`src/rtl/uart_rx_monitor.sv`:
```
// Purpose: 8N1 UART receiver with a first-word fall-through byte buffer and error pulses.
// Latency: o_valid rises ~9.5 bit times + 3 clk after the start-bit falling edge (stop-bit mid-sample + 1).
// Backpressure: i_ready low holds the head byte; a good byte arriving while the buffer is full is dropped (o_overflow).
//
// Ports:
//   clk, rstn           - single clock, async active-low reset
//   i_rx                - asynchronous serial line, idle high, LSB first
//   o_data/o_valid      - buffer head byte and non-empty flag
//   i_ready             - consumer pops the head when o_valid && i_ready
//   o_frame_err         - one-cycle pulse: stop bit sampled low, byte discarded
//   o_overflow          - one-cycle pulse: good byte dropped because buffer full
//   o_busy              - receiver is inside a frame (not IDLE)
module uart_rx_monitor #(
    parameter int CLKS_PER_BIT = 434,
    parameter int FIFO_DEPTH   = 4
) (
    input  logic       clk,
    input  logic       rstn,
    input  logic       i_rx,
    output logic [7:0] o_data,
    output logic       o_valid,
    input  logic       i_ready,
    output logic       o_frame_err,
    output logic       o_overflow,
    output logic       o_busy
);

    localparam int TW = $clog2(CLKS_PER_BIT);
    localparam int AW = $clog2(FIFO_DEPTH);

    localparam logic [TW-1:0] T_HALF = TW'(CLKS_PER_BIT / 2 - 1);
    localparam logic [TW-1:0] T_FULL = TW'(CLKS_PER_BIT - 1);

    typedef enum logic [1:0] {IDLE, START, DATA, STOP} state_t;

    // ------------------------------------------------------------------
    // Line synchronizer; rx_prev gives the 1->0 edge used to arm a frame,
    // so after a framing error the line must go high before re-arming.
    // ------------------------------------------------------------------
    logic rx_meta;
    logic rx;
    logic rx_prev;

    always_ff @(posedge clk or negedge rstn) begin
        if (!rstn) begin
            rx_meta <= 1'b1;
            rx      <= 1'b1;
            rx_prev <= 1'b1;
        end else begin
            rx_meta <= i_rx;
            rx      <= rx_meta;
            rx_prev <= rx;
        end
    end

    // ------------------------------------------------------------------
    // Receive FSM
    // ------------------------------------------------------------------
    state_t          state;
    logic [TW-1:0]   timer;
    logic [2:0]      bit_idx;
    logic [7:0]      shift;

    always_ff @(posedge clk or negedge rstn) begin
        if (!rstn) begin
            state       <= IDLE;
            timer       <= '0;
            bit_idx     <= '0;
            shift       <= '0;
            o_frame_err <= 1'b0;
            o_busy      <= 1'b0;
        end else begin
            o_frame_err <= 1'b0;
            case (state)
                IDLE: begin
                    if (rx_prev && !rx) begin
                        state  <= START;
                        timer  <= T_HALF;
                        o_busy <= 1'b1;
                    end
                end
                START: begin
                    if (timer == '0) begin
                        if (rx) begin
                            // Glitch shorter than half a bit: not a real start.
                            state  <= IDLE;
                            o_busy <= 1'b0;
                        end else begin
                            state   <= DATA;
                            timer   <= T_FULL;
                            bit_idx <= '0;
                        end
                    end else begin
                        timer <= timer - TW'(1);
                    end
                end
                DATA: begin
                    if (timer == '0) begin
                        shift[bit_idx] <= rx;
                        timer          <= T_FULL;
                        bit_idx        <= bit_idx + 3'd1;
                        if (bit_idx == 3'd7) begin
                            state <= STOP;
                        end
                    end else begin
                        timer <= timer - TW'(1);
                    end
                end
                STOP: begin
                    if (timer == '0) begin
                        state  <= IDLE;
                        o_busy <= 1'b0;
                        if (!rx) begin
                            o_frame_err <= 1'b1;
                        end
                    end else begin
                        timer <= timer - TW'(1);
                    end
                end
                default: begin
                    state  <= IDLE;
                    o_busy <= 1'b0;
                end
            endcase
        end
    end

    // Good stop bit: byte is handed to the buffer on the stop-sample edge.
    logic push;
    assign push = (state == STOP) && (timer == '0) && rx;

    // ------------------------------------------------------------------
    // FWFT buffer; pointers carry one extra wrap bit to tell full from empty.
    // ------------------------------------------------------------------
    logic [AW:0]  wr_ptr;
    logic [AW:0]  rd_ptr;
    logic [7:0]   mem [FIFO_DEPTH];
    logic         empty;
    logic         full;
    logic         pop;
    logic         wr_en;

    assign empty = (wr_ptr == rd_ptr);
    assign full  = (wr_ptr[AW] != rd_ptr[AW]) && (wr_ptr[AW-1:0] == rd_ptr[AW-1:0]);
    assign pop   = !empty && i_ready;
    // A pop in the same cycle frees the slot, so a full buffer still accepts.
    assign wr_en = push && (!full || pop);

    assign o_valid = !empty;
    assign o_data  = mem[rd_ptr[AW-1:0]];

    always_ff @(posedge clk or negedge rstn) begin
        if (!rstn) begin
            wr_ptr     <= '0;
            rd_ptr     <= '0;
            o_overflow <= 1'b0;
            for (int i = 0; i < FIFO_DEPTH; i++) begin
                mem[i] <= '0;
            end
        end else begin
            o_overflow <= push && full && !pop;
            if (wr_en) begin
                mem[wr_ptr[AW-1:0]] <= shift;
                wr_ptr              <= wr_ptr + (AW+1)'(1);
            end
            if (pop) begin
                rd_ptr <= rd_ptr + (AW+1)'(1);
            end
        end
    end

endmodule

```
`config.mk`:
```
export PLATFORM = sky130hd
export DESIGN_NAME = uart_rx_monitor
export DESIGN_NICKNAME = d
export VERILOG_FILES = /design/src/rtl/uart_rx_monitor.sv
export SDC_FILE = /design/constraint.sdc
export NUM_CORES = 1
export LEC_CHECK = 0
export CORE_MARGIN = 4
export CORE_UTILIZATION = 60
export CTS_CLUSTER_DIAMETER = 80
export DETAILED_ROUTE_END_ITERATION = 8
export PLACE_DENSITY = 0.75
export SLEW_MARGIN = 30
export SYNTH_ARGS = -nofsm -noshare
export SYNTH_HDL_FRONTEND = slang
export SYNTH_SLANG_ARGS = --single-unit
```
`constraint.sdc`:
```
create_clock -name clk -period 2.8 [get_ports clk]
set_clock_uncertainty 0.1 [all_clocks]
set_input_delay 0.28 -clock clk [delete_from_list [all_inputs] [get_ports clk]]
set_output_delay 0.28 -clock clk [all_outputs]
set_load 0.01 [all_outputs]
```
=== After elaboration in Yosys (flattened, before gate mapping) ===
Index checks and enable logic that the tools add are counted.

* $add $sub $neg: 4
* Order comparisons: 5
* Equal/unequal tests: 16
* Mux-type cells: 34
* Bitwise logic cells: 2
* Reduce and logical (&&, ||, !) cells: 24

{| class="wikitable"
|+ Operator list
! cell !! count
|-
| two-way mux 9 bit || 5
|-
| case mux 9 bit (4 select lines) || 1
|-
| bitwise mux 32 bit || 1
|-
| two-way mux 8 bit || 3
|-
| binary-select mux 8 bit (select 2 bit) || 1
|-
| demux 8 bit (select 2 bit) || 1
|-
| inequality test 2 bit, second input constant || 8
|-
| two-way mux 2 bit || 6
|-
| logical AND 1 bit || 10
|-
| AND reduction 5 bit || 2
|-
| adder 3 x 1 -> 3 bit, second input constant || 3
|-
| zero test 9 bit || 1
|-
| two-way mux 3 bit || 3
|-
| subtractor 9 x 1 -> 9 bit, second input constant || 1
|-
| bitwise mux 8 bit || 1
|-
| two-way mux 1 bit || 8
|-
| case mux 2 bit (4 select lines) || 1
|-
| greater-or-equal comparator 3 bit, second input constant || 2
|-
| inverter 2 -> 3 bit || 2
|-
| case mux 3 bit (2 select lines) || 1
|-
| == test 2 bit, second input constant || 2
|-
| zero test 1 bit || 4
|-
| < comparator 3 x 4 -> 1 bit, second input constant || 1
|-
| AND reduction 4 bit || 1
|-
| other kinds (16) || 16
|}

* Register bits: 66
* Input port bits: 4
* Output and inout bits: 12
* Logic and storage cells: 101

=== Logic depth before layout (Yosys ltp) ===
Gate-level depths: netlist (run 1).

* Depth after elaboration: 6
* Gate-level depth with buffers: 7
* Gate-level depth less buffers: 6

=== Least setup slack after synthesis (run 1) ===
Ideal clock, no wire load.

* Kind: reg-to-reg
* From: register timer[0]
* To: register mem[17] (netlist name)
* Setup time: 0.128 ns
* Arrival: 2.093 ns
* Required time: 2.572 ns
* Setup slack: 0.480 ns
* Stages on the path, launching flop included: 8
* Buffers on the path: 1
* Clock period less this slack: 2.320 ns
* Cell sequence: dfrtp_1 -> inv_1 -> ha_1 -> or4b_1 -> clkbuf_1 -> nor3_4 -> nand3_4 -> mux2_1

* Cells in the longest elaborated chain, start to end: 4

{| class="wikitable"
|+ Ends and longest elaborated chain
! item !! line !! text
|-
| from (decl) || 60 || <nowiki>logic [TW-1:0] timer;</nowiki>
|-
| from (signal assigned) || 94 || <nowiki>timer <= timer - TW'(1);</nowiki>
|-
| from (signal assigned) || 106 || <nowiki>timer <= timer - TW'(1);</nowiki>
|-
| from (signal assigned) || 117 || <nowiki>timer <= timer - TW'(1);</nowiki>
|-
| zero test 9 bit || 130 || <nowiki>assign push = (state == STOP) && (timer == '0) && rx;</nowiki>
|-
| logical AND 1 bit (2 in a row) || 130 ||
|-
| logical AND 1 bit || 147 || <nowiki>assign wr_en = push && (!full || pop);</nowiki>
|-
| to (signal, indexed assignment) || 163 || <nowiki>mem[wr_ptr[AW-1:0]] <= shift;</nowiki>
|-
| to (decl) || 137 || <nowiki>logic [7:0] mem [FIFO_DEPTH];</nowiki>
|}

No other way between the ends.
A chain may end at the register's enable or synchronous reset.

=== Worst setup path after layout (run 1) ===
* From: register rd_ptr[0]
* To: output o_data[5]

* Cells in the longest elaborated chain, start to end: 4

{| class="wikitable"
|+ Ends and longest elaborated chain
! item !! line !! text
|-
| from (decl) || 136 || <nowiki>logic [AW:0] rd_ptr;</nowiki>
|-
| from (signal assigned) || 167 || <nowiki>rd_ptr <= rd_ptr + (AW+1)'(1);</nowiki>
|-
| inverter 2 -> 3 bit (implied by the code) || 150 || <nowiki>assign o_data = mem[rd_ptr[AW-1:0]];</nowiki>
|-
| binary-select mux 8 bit (select 2 bit) || 150 ||
|-
| two-way mux 8 bit (implied by the code) (2 in a row) || 150 ||
|-
| to (decl) || 20 || <nowiki>output logic [7:0] o_data,</nowiki>
|}

No other way between the ends. The select of a mux whose other input is x is not followed.

==> metrics.yaml, run 1 <==
pwr:
  clock_power_share: 0.268
  power_frac_comb: 0.323
  p_leak_nw: 1.71
  p_per_area_nw_per_um2: 838
  switching_share: 0.343
  intPower_mw: 2.05
  p_seq_frac: 0.410
  netSwitchingPower_mw: 1.07
  ir_drop_v: 0.000752
  power.total_mw: 3.13
synth:
  synthMuxAreaShare: 0.183
  syn_avg_cell_area_sq_um: 13.0
  async_reset_ff_frac: 1.00
  synth_cells: 251
  synth_edf_count: 0
  ys_types: 54
  synth_top_family_by_area: "multiplexers"
  ys_seq_area_frac: 0.508
  yosysWarnings: 0
  synth_nets: 267
  synth-main-ff-cell: "dfrtp_1"
  ys_ff_latch: 66
  synth-simple-area-share: 0.110
  syn-cell-area_sq_um: 3260
  synth_adder_area_share: 0.0460
  synth_compound_area_frac: 0.113
  synth-xor-area-share: 0.0188
final_layout:
  final_cells: 351
  multiInputGateArea_sq_um: 1530
  nets: 292
  fin_util: 0.721
  diodes: 0
  stdcell_area_sq_um: 3730
  drive_gt1_frac: 0.270
  syn_to_final_growth_pct: 14.4
  seq_area_sq_um: 1660
  nFillCells: 332
drt:
  ant_nets: 0
  drc: 0
  dr.pass1.iters: 5
  wire_per_inst_um: 17.2
  wirelength_um: 6050
  routed_via_density: 6.07
  first_iter_violations: 119
  dr_total_vias: 2130
clocking:
  cts_tree: "built"
  postCtsHoldBufs: 1
  cts_buffer_depth: 2
  clkSinkCount: 66
  insertion_delay_ns: 0.34
  root_buffer: "clkbuf_8"
  cts_setup_buffers: 0
  cts.clk_slew.worst_paths_ns: 0.07
  h-tree-depth: 3
  cts.repair.resized: 0
  cts_buffers: 9
setup_path:
  crit_type: "reg2out"
  worstPathMaxFanout: 10
  start_kind: "flop"
  endpoint_kind: "primary output"
  arrival_ns: 2.14
  rr_startpoint: "timer[0]"
  startpoint: "rd_ptr[0]"
  cp.required_ns: 2.42
timing:
  slew_violations: 0
  clock.fmax_mhz: 396
  hold_violations: 0
  worst_pin_slew_ns: 0.793
  rsz0062_at_grt: "false"
  fin_ws_ns: 0.276
  layout_min_cycle_time_ns: 2.52
  setup_viol: 0
  period_share: 0.902
  fin_tns_setup_ns: 0
  slew_headroom: 0.467
  hold_slack_ns: 0.243
global_routing:
  antenna_found_initial: 0
  track_usage: 0.213
  grt_pass1_vias: 2151
  grt_first_pass_wirelength_um: 10600
  grt_overflow: 0
  grt_start_max_net_pins: 26
worst_hold_path:
  holdCritPathClass: "in2reg"
  min_from: "i_rx"
place:
  gp_congestion: 0.887
  io_buffers: 15
  post-place-ws_ns: 0.287
  place_inst: 334
  hpwlAfterDp_um: 4470
  dpl-instance-area_sq_um: 3500
die:
  initial_core_util: 0.630
  io_pins: 16
  dieArea_sq_um: 6680
  core_area_sq_um: 5170
  die_w_um: 81.7
  fp-row-count: 26
  die_h_um: 81.7
run:
  cap_violations: 0
status:
  outcome: "complete, no violations"
[power by group through the flow]
stage | Combinational, mW | Sequential (mW) | Clock, mW
floorplan | 0.818 | 1.20 | 0
detailed placement | 1.00 | 1.29 | 0
finish | 1.01 | 1.28 | 0.836
global placement | 0.967 | 1.29 | 0
global route | 1.13 | 1.31 | 0.917
CTS | 1.01 | 1.28 | 0.863
[final timing paths]
kind / slack (ns) / endpoint / cells past startpoint
worst max-delay path: 0.28 / o_data[5] / 2
worst min-delay path: 0.24 / rx_meta / 1
worst max register to register: 0.29 / mem[25] / 6
worst min register to register: 0.26 / rx / 0
max in group asynchronous: 1.55 / rx_meta / 3
min in group asynchronous: 0.32 / wr_ptr[2] / 2
[layer usage]
metal	share of wire	track usage
met1	0.45	0.274
met2	0.49	0.347
met3	0.049	0.0713
met4	0.012	0.0598
met5	0	0
[worst max-delay path, cell delays in order (launching register included)]
cell and delay [ns]:
dfrtp_1 0.72, mux4_2 0.59, clkdlybuf4s50_1 0.49
[kinds of logic after synthesis]
family	count (synthesis)
and+or+nand+nor	52
buffers and inverters	18
adders and majority gates	12
muxes	45
xor gates and xnor gates	7
DFF	66
AOI/OAI and AO/OA	51
[state kept, by name (all words and copies together), names as in the netlist, 3 cells and up, named ones only]
| signal | cells |
|---|---|
| shift | 8 |
| wr_ptr | 3 |
| mem | 32 |
| bit_idx | 3 |
| rd_ptr | 3 |
| timer | 9 |
[synthesized netlist by cell type, types with 4 or more instances]
cell,count,area (sq um)
o31ai_1,6,45.0
nand3_1,4,20.0
inv_1,10,37.5
nand2_1,6,22.5
o21ai_0,12,60.1
mux4_2,8,180
nor3_1,6,30.0
nand3_4,4,70.1
clkbuf_1,5,18.8
nor2_1,11,41.3
a21oi_1,6,30.0
mux2_2,34,383
dfrtp_1,63,1580
xnor2_1,7,61.3
ha_1,12,150
[cell usage in the layout (no fill, tap or decap), types with 4 or more instances in the layout]
cell type and instances:
inv_1 10, a21oi_1 6, o21ai_0 12, o31ai_1 6, dfrtp_1 63, ha_1 12
nor2_1 11, nand3_4 4, mux2_2 34, clkdlybuf4s50_1 14, nor3_1 6, mux4_2 8
nand2_1 6, buf_4 6, xnor2_1 7, nand3_1 4, clkbuf_8 13
[final cells by class]
cell class                 instances  share of cell area
inverter                          10              0.0101
tap                               70              0.0235
multi-input combinational        167               0.411
clock buffer                      15              0.0500
clock inverter                     1             0.00805
sequential                        66               0.444
timing repair buffer              22              0.0537
(Power assumes the default switching activity.)
==> inputs of run 2 (changes only) <==
Settings changed: CAP_MARGIN set to 20, CORE_UTILIZATION 60 to 55, PLACE_DENSITY 0.75 to 0.7.
Clock period 2.8 ns to 2.5 ns, I/O delays scaled along.
==> run 2 against run 1 <==
First-iteration DRC count shrank 32%. Global-route usage shrank 2.9 points. Count of clock-buffer cells in the layout shrank 6. Combinational power grew 27%. Critical path depth grew 5. Register-to-register slack lost 0.12 ns. Clock power grew 28%. Sequential share of layout area shrank 1.4 points. Worst hold slack lost 0.033 ns. Wire length grew 2.3%. Die area grew 8.2%. Non-clock buffer count grew 10. Highest routed layer unchanged.
==> metrics.yaml, run 2 (synthesized netlist as in run 1, its figures left out) <==
die:
  die_w_um: 85.0  # +4.0%
  fp-row-count: 27  # +3.8%
  io_pins: 16  # unchanged
  core_area_sq_um: 5640  # +9.1%
  die_h_um: 85.0  # +4.0%
  dieArea_sq_um: 7220  # +8.2%
  initial_core_util: 0.578  # -0.0524
clocking:
  h-tree-depth: 3  # unchanged
  clkSinkCount: 66  # unchanged
  cts.clk_slew.worst_paths_ns: 0.07  # about the same
  insertion_delay_ns: 0.34  # about the same
  root_buffer: "clkbuf_8"
  cts_buffer_depth: 2  # unchanged
  cts_buffers: 9  # unchanged
  cts_tree: "built"
drt:
  dr.pass1.iters: 4  # -1
  routed_via_density: 5.99  # -1.3%
  wire_per_inst_um: 17.0  # -1.1%
  wirelength_um: 6180  # +2.3%
  drc: 0  # unchanged
  first_iter_violations: 81  # -32%
  dr_total_vias: 2175  # +2.1%
  ant_nets: 0  # unchanged
final_layout:
  largest_reg_flops: 32  # unchanged
  diodes: 0  # unchanged
  nets: 302  # +3.4%
  stdcell_area_sq_um: 3850  # +3.2%
  top_regs: "mem: 32 flops, timer: 9 flops, shift: 8 flops"
  final_common_cell: "dfrtp_1"
  nFillCells: 417  # +26%
  top_register: "mem"
  drive_gt1_frac: 0.306  # +0.0354
  layout_common_cells: "dfrtp_1 (63), mux2_2 (34), buf_4 (15)"
  syn_to_final_growth_pct: 18.1
worst_hold_path:
  holdCritPathClass: "in2reg"
  min_from: "i_rx"
  hold_end: "rx_meta"
  holdPathStages: 1  # unchanged
setup_path:
  endpoint_kind: "flop"
  arrival_ns: 2.45  # +0.31 ns
  rr_startpoint: "timer[0]"
  crit_slowest_cell: "or4b_4"
  path_delay_family: "simple AND/OR/NAND/NOR gates"
  worstPathCellList: "inv_1 > ha_1 > or4b_4 > nor3_4 > buf_4 > nand3_4 > mux2_1"
  start_kind: "flop"
  crit_type: "reg2reg"
  reg2reg_slack_ns: 0.17  # -0.12 ns
  cp_num_buf_inv: 2  # +1
  r2r_end: "mem[17]"
  reg2reg_depth: 7  # +1
  cp.required_ns: 2.62  # +0.20 ns
  max_stage_delay_ns: 0.55  # -0.17 ns
  worstPathMaxFanout: 8  # -2
global_routing:
  grt_first_pass_wirelength_um: 10300  # -2.9%
  antenna_found_initial: 0  # unchanged
  grt_overflow: 0  # unchanged
  grt_start_max_net_pins: 41  # +58%
  track_usage: 0.184  # -0.0294
  grt_pass1_vias: 2090  # -2.8%
place:
  io_buffers: 15  # unchanged
  hpwlAfterDp_um: 4270  # -4.6%
  dpl-instance-area_sq_um: 3590  # +2.6%
  gp_congestion: 0.877  # -1.1%
timing:
  fin_tns_setup_ns: 0  # unchanged
  clock.fmax_mhz: 430
  setup_viol: 0  # unchanged
  hold_slack_ns: 0.210  # -0.0332 ns
  layout_min_cycle_time_ns: 2.33
  slew_headroom: 0.477  # +0.00914
  worst_pin_slew_ns: 0.779  # -0.0136 ns
  hold_violations: 0  # unchanged
  period_share: 0.930
  slew_violations: 0  # unchanged
  rsz0062_at_grt: "false"
pwr:
  ir_drop_v: 0.000730  # -2.9%
  p_per_area_nw_per_um2: 966  # +15%
  p_leak_nw: 1.78  # +4.0%
run:
  cap_violations: 0  # unchanged
status:
  outcome: "complete, no violations"
run 2: changes by cell type in the layout (fill, tap and decap cells not counted):
cell       delta
clkbuf_1      -2
buf_4         +9
clkinv_4      +2
or4b_1        -1
bufinv_16     +2
clkinv_2      +2
o311ai_0      -1
or4b_4        +1
buf_12        +1
o311ai_1      +1
clkbuf_8      -4
run 2: worst max path at each step:
| stage | start | to | slack (ns) | cells past startpoint |
|---|---|---|---|---|
| finish | timer[0] | mem[17] | 0.17 | 7 |
| global route | timer[0] | mem[17] | 0.08 | 7 |
| CTS | timer[0] | mem[17] | 0.07 | 7 |
| detailed placement | timer[0] | timer[5] | 0.08 | 6 |
| global placement | timer[0] | mem[17] | 0.14 | 7 |
| floorplan | timer[0] | mem[17] | 0.18 | 7 |
run 2: metrics by stage:
stage                     utilization  cells  setup WS, ns  total power, mW
after global placement          0.637    346         0.139             2.63
final                           0.682    363         0.175             3.72
after CTS                       0.682    363        0.0730             3.73
after floorplan                     -    251         0.180             2.26
after detailed placement        0.637    346        0.0844             2.64
after global routing            0.682    363        0.0834             3.96
run 2: area by class of cell:
type                       instances  area (sq um)  share of cell area
clock buffer                       9           124              0.0322
clock inverter                     7           118              0.0305
inverter                          10          37.5             0.00975
multi-input combinational        167          1540               0.399
sequential                        66          1660               0.430
tap                               72          90.1              0.0234
timing repair buffer              32           288              0.0747
run 2: timing repair:
item	in CTS	in global routing
endpoints found under the hold margin	26	0
hold buffers	1	0
gates resized for setup	0	2
endpoints found under the setup margin	0	7
setup buffers	0	0
run 2: routing by layer:
layer / vias to the layer above / wire [um] / track usage
li1: 1019 / - / -
met1: 1086 / 2800 / 0.237
met2: 55 / 2980 / 0.292
met3: 15 / 285 / 0.0602
met4: 0 / 119 / 0.0647
met5: - / 0 / 0
run 2: worst reg2reg max path: cells and delay by family (launching register included):
kind / cells / cell delay, ns
adders and majority gates: 1 / 0.23
and+or+nand+nor: 3 / 0.85
buffers and inverters: 2 / 0.29
DFF: 1 / 0.39
muxes: 1 / 0.35
run 2: report_power, final:
group | switching [mW] | internal, mW | total, mW
clock network | 0.413 | 0.662 | 1.07
logic | 0.684 | 0.598 | 1.28
registers | 0.160 | 1.20 | 1.36
==> inputs of run 3 (changes only) <==
Clock period 2.5 ns to 2.8 ns, I/O delays scaled along.
==> run 3 against run 2 <==
Utilization fell by 1.7 points. Die area did not move. Critical path depth fell by 1. Sequential cell count did not move. Via count fell by 3.2%. Critical endpoint is now mem[25].
==> metrics.yaml, run 3 (synthesized netlist as in run 1, its figures left out) <==
die:
  fp-row-count: 27  # unchanged
  io_pins: 16  # unchanged
  die_w_um: 85.0  # unchanged
  dieArea_sq_um: 7220  # unchanged
  initial_core_util: 0.578  # unchanged
  die_h_um: 85.0  # unchanged
  core_area_sq_um: 5640  # unchanged
timing:
  slew_headroom: 0.485  # +0.00804
  clock.fmax_mhz: 395  # -8.1%
  rsz0062_at_grt: "false"
  layout_min_cycle_time_ns: 2.53  # +0.206 ns
  hold_violations: 0  # unchanged
  worst_pin_slew_ns: 0.773  # -0.00606 ns
  fin_ws_ns: 0.268  # +0.0939 ns
  fin_tns_setup_ns: 0  # unchanged
  period_share: 0.904  # -0.0260
  slew_violations: 0  # unchanged
  setup_viol: 0  # unchanged
clocking:
  insertion_delay_ns: 0.33  # about the same
  cts.clk_slew.worst_paths_ns: 0.07  # about the same
  cts.repair.resized: 0  # unchanged
  cts_tree: "built"
  clkSinkCount: 66  # unchanged
  cts_setup_buffers: 0  # unchanged
  root_buffer: "clkbuf_8"
  cts_buffers: 9  # unchanged
  cts_buffer_depth: 2  # unchanged
  h-tree-depth: 3  # unchanged
drt:
  dr.pass1.iters: 4  # unchanged
  wire_per_inst_um: 16.9  # -0.72%
  first_iter_violations: 126  # +56%
  ant_nets: 0  # unchanged
  routed_via_density: 5.95  # -0.76%
  dr_total_vias: 2105  # -3.2%
  drc: 0  # unchanged
  wirelength_um: 5990  # -3.2%
global_routing:
  grt_first_pass_wirelength_um: 10700  # +3.7%
  grt_pass1_vias: 2167  # +3.7%
  antenna_found_initial: 0  # unchanged
  track_usage: 0.187  # +0.00295
  grt_start_max_net_pins: 35  # -15%
  grt_overflow: 0  # unchanged
final_layout:
  largest_reg_flops: 32  # unchanged
  drive_gt1_frac: 0.280  # -0.0257
  final_cells: 354  # -2.5%
  diodes: 0  # unchanged
  top_regs: "mem: 32 flops, timer: 9 flops, shift: 8 flops"
  layout_common_cells: "dfrtp_1 (63), mux2_2 (34), clkdlybuf4s50_1 (14)"
  syn_to_final_growth_pct: 15.2
  top_register: "mem"
  final_common_cell: "dfrtp_1"
  nets: 293  # -3.0%
setup_path:
  reg2reg_slack_ns: 0.27  # +0.09 ns
  crit_slowest_cell: "or4b_1"
  cp.required_ns: 2.91  # +0.29 ns
  arrival_ns: 2.64  # +0.19 ns
  endpoint_kind: "flop"
  crit_cells: 6  # -1
  crit_type: "reg2reg"
  worstPathMaxFanout: 8  # unchanged
  r2r_end: "mem[25]"
  rr_startpoint: "timer[0]"
  path_delay_family: "simple AND/OR/NAND/NOR gates"
  max_stage_delay_ns: 0.61  # +0.06 ns
  crit_path_end: "mem[25]"
  worstPathCellList: "inv_1 > ha_1 > or4b_1 > nor3_4 > nand3_4 > mux2_1"
  startpoint: "timer[0]"
  reg2reg_depth: 6  # -1
  cp_num_buf_inv: 1  # -1
  start_kind: "flop"
worst_hold_path:
  min_from: "rx_meta"
  holdCritPathClass: "reg2reg"
place:
  io_buffers: 15  # unchanged
  gp_congestion: 0.858  # -2.2%
  post-place-ws_ns: 0.254  # +0.169 ns
  hpwlAfterDp_um: 4370  # +2.4%
  place_inst: 337  # -2.6%
pwr:
  p_leak_nw: 1.73  # -2.9%
  ir_drop_v: 0.000608  # -17%
  p_per_area_nw_per_um2: 840  # -13%
  power.total_mw: 3.15  # -15%
run:
  cap_violations: 0  # unchanged
status:
  outcome: "complete, no violations"
[run 3: worst reg2reg max path: stages, from the launching register on]
cell and delay [ns]:
dfrtp_1 0.39, inv_1 0.08, ha_1 0.24, or4b_1 0.61
nor3_4 0.42, nand3_4 0.22, mux2_1 0.37
[run 3: cell type report]
cell class                 instances  area [sq um]
inverter                          10          37.5
timing repair buffer              23           220
multi-input combinational        167          1530
clock buffer                      10           138
clock inverter                     6          80.1
tap                               72          90.1
sequential                        66          1660
fill                             414          1890
[run 3: how the worst min path moves through the flow]
stage | depth (start not counted) | slack (ns) | end
CTS | 1 | 0.24 | rx_meta
global placement | 0 | 0.25 | rx
detailed placement | 0 | 0.25 | rx
floorplan | 0 | -0.12 | asynchronous set/reset pin
finish | 0 | 0.26 | rx
global route | 1 | 0.23 | rx_meta
[run 3: stage by stage]
stage	utilization	area, sq um	hold slack [ns]
after floorplan	-	3260	-0.116
after global routing	0.666	3750	0.234
after detailed placement	0.625	3530	0.249
after global placement	0.625	3530	0.246
after CTS	0.666	3750	0.239
final	0.666	3750	0.258
[run 3: where the power goes]
group / internal [mW] / total [mW] / switching, mW / leakage (nW)
logic: 0.487 / 1.06 / 0.569 / 0.725
clock network: 0.519 / 0.858 / 0.339 / 0.116
registers: 1.08 / 1.24 / 0.164 / 0.885
[run 3: repair_timing]
item | 4_1_cts | 5_1_grt
endpoints found under the hold margin | 31 | 0
endpoints found under the setup margin | 0 | 0
hold buffers | 1 | 0
[run 3: per-layer routing]
layer  global-route usage  share of wire
met5                    0              0
met4               0.0489          0.011
met3               0.0563          0.040
met2                0.296           0.49
met1                0.253           0.45
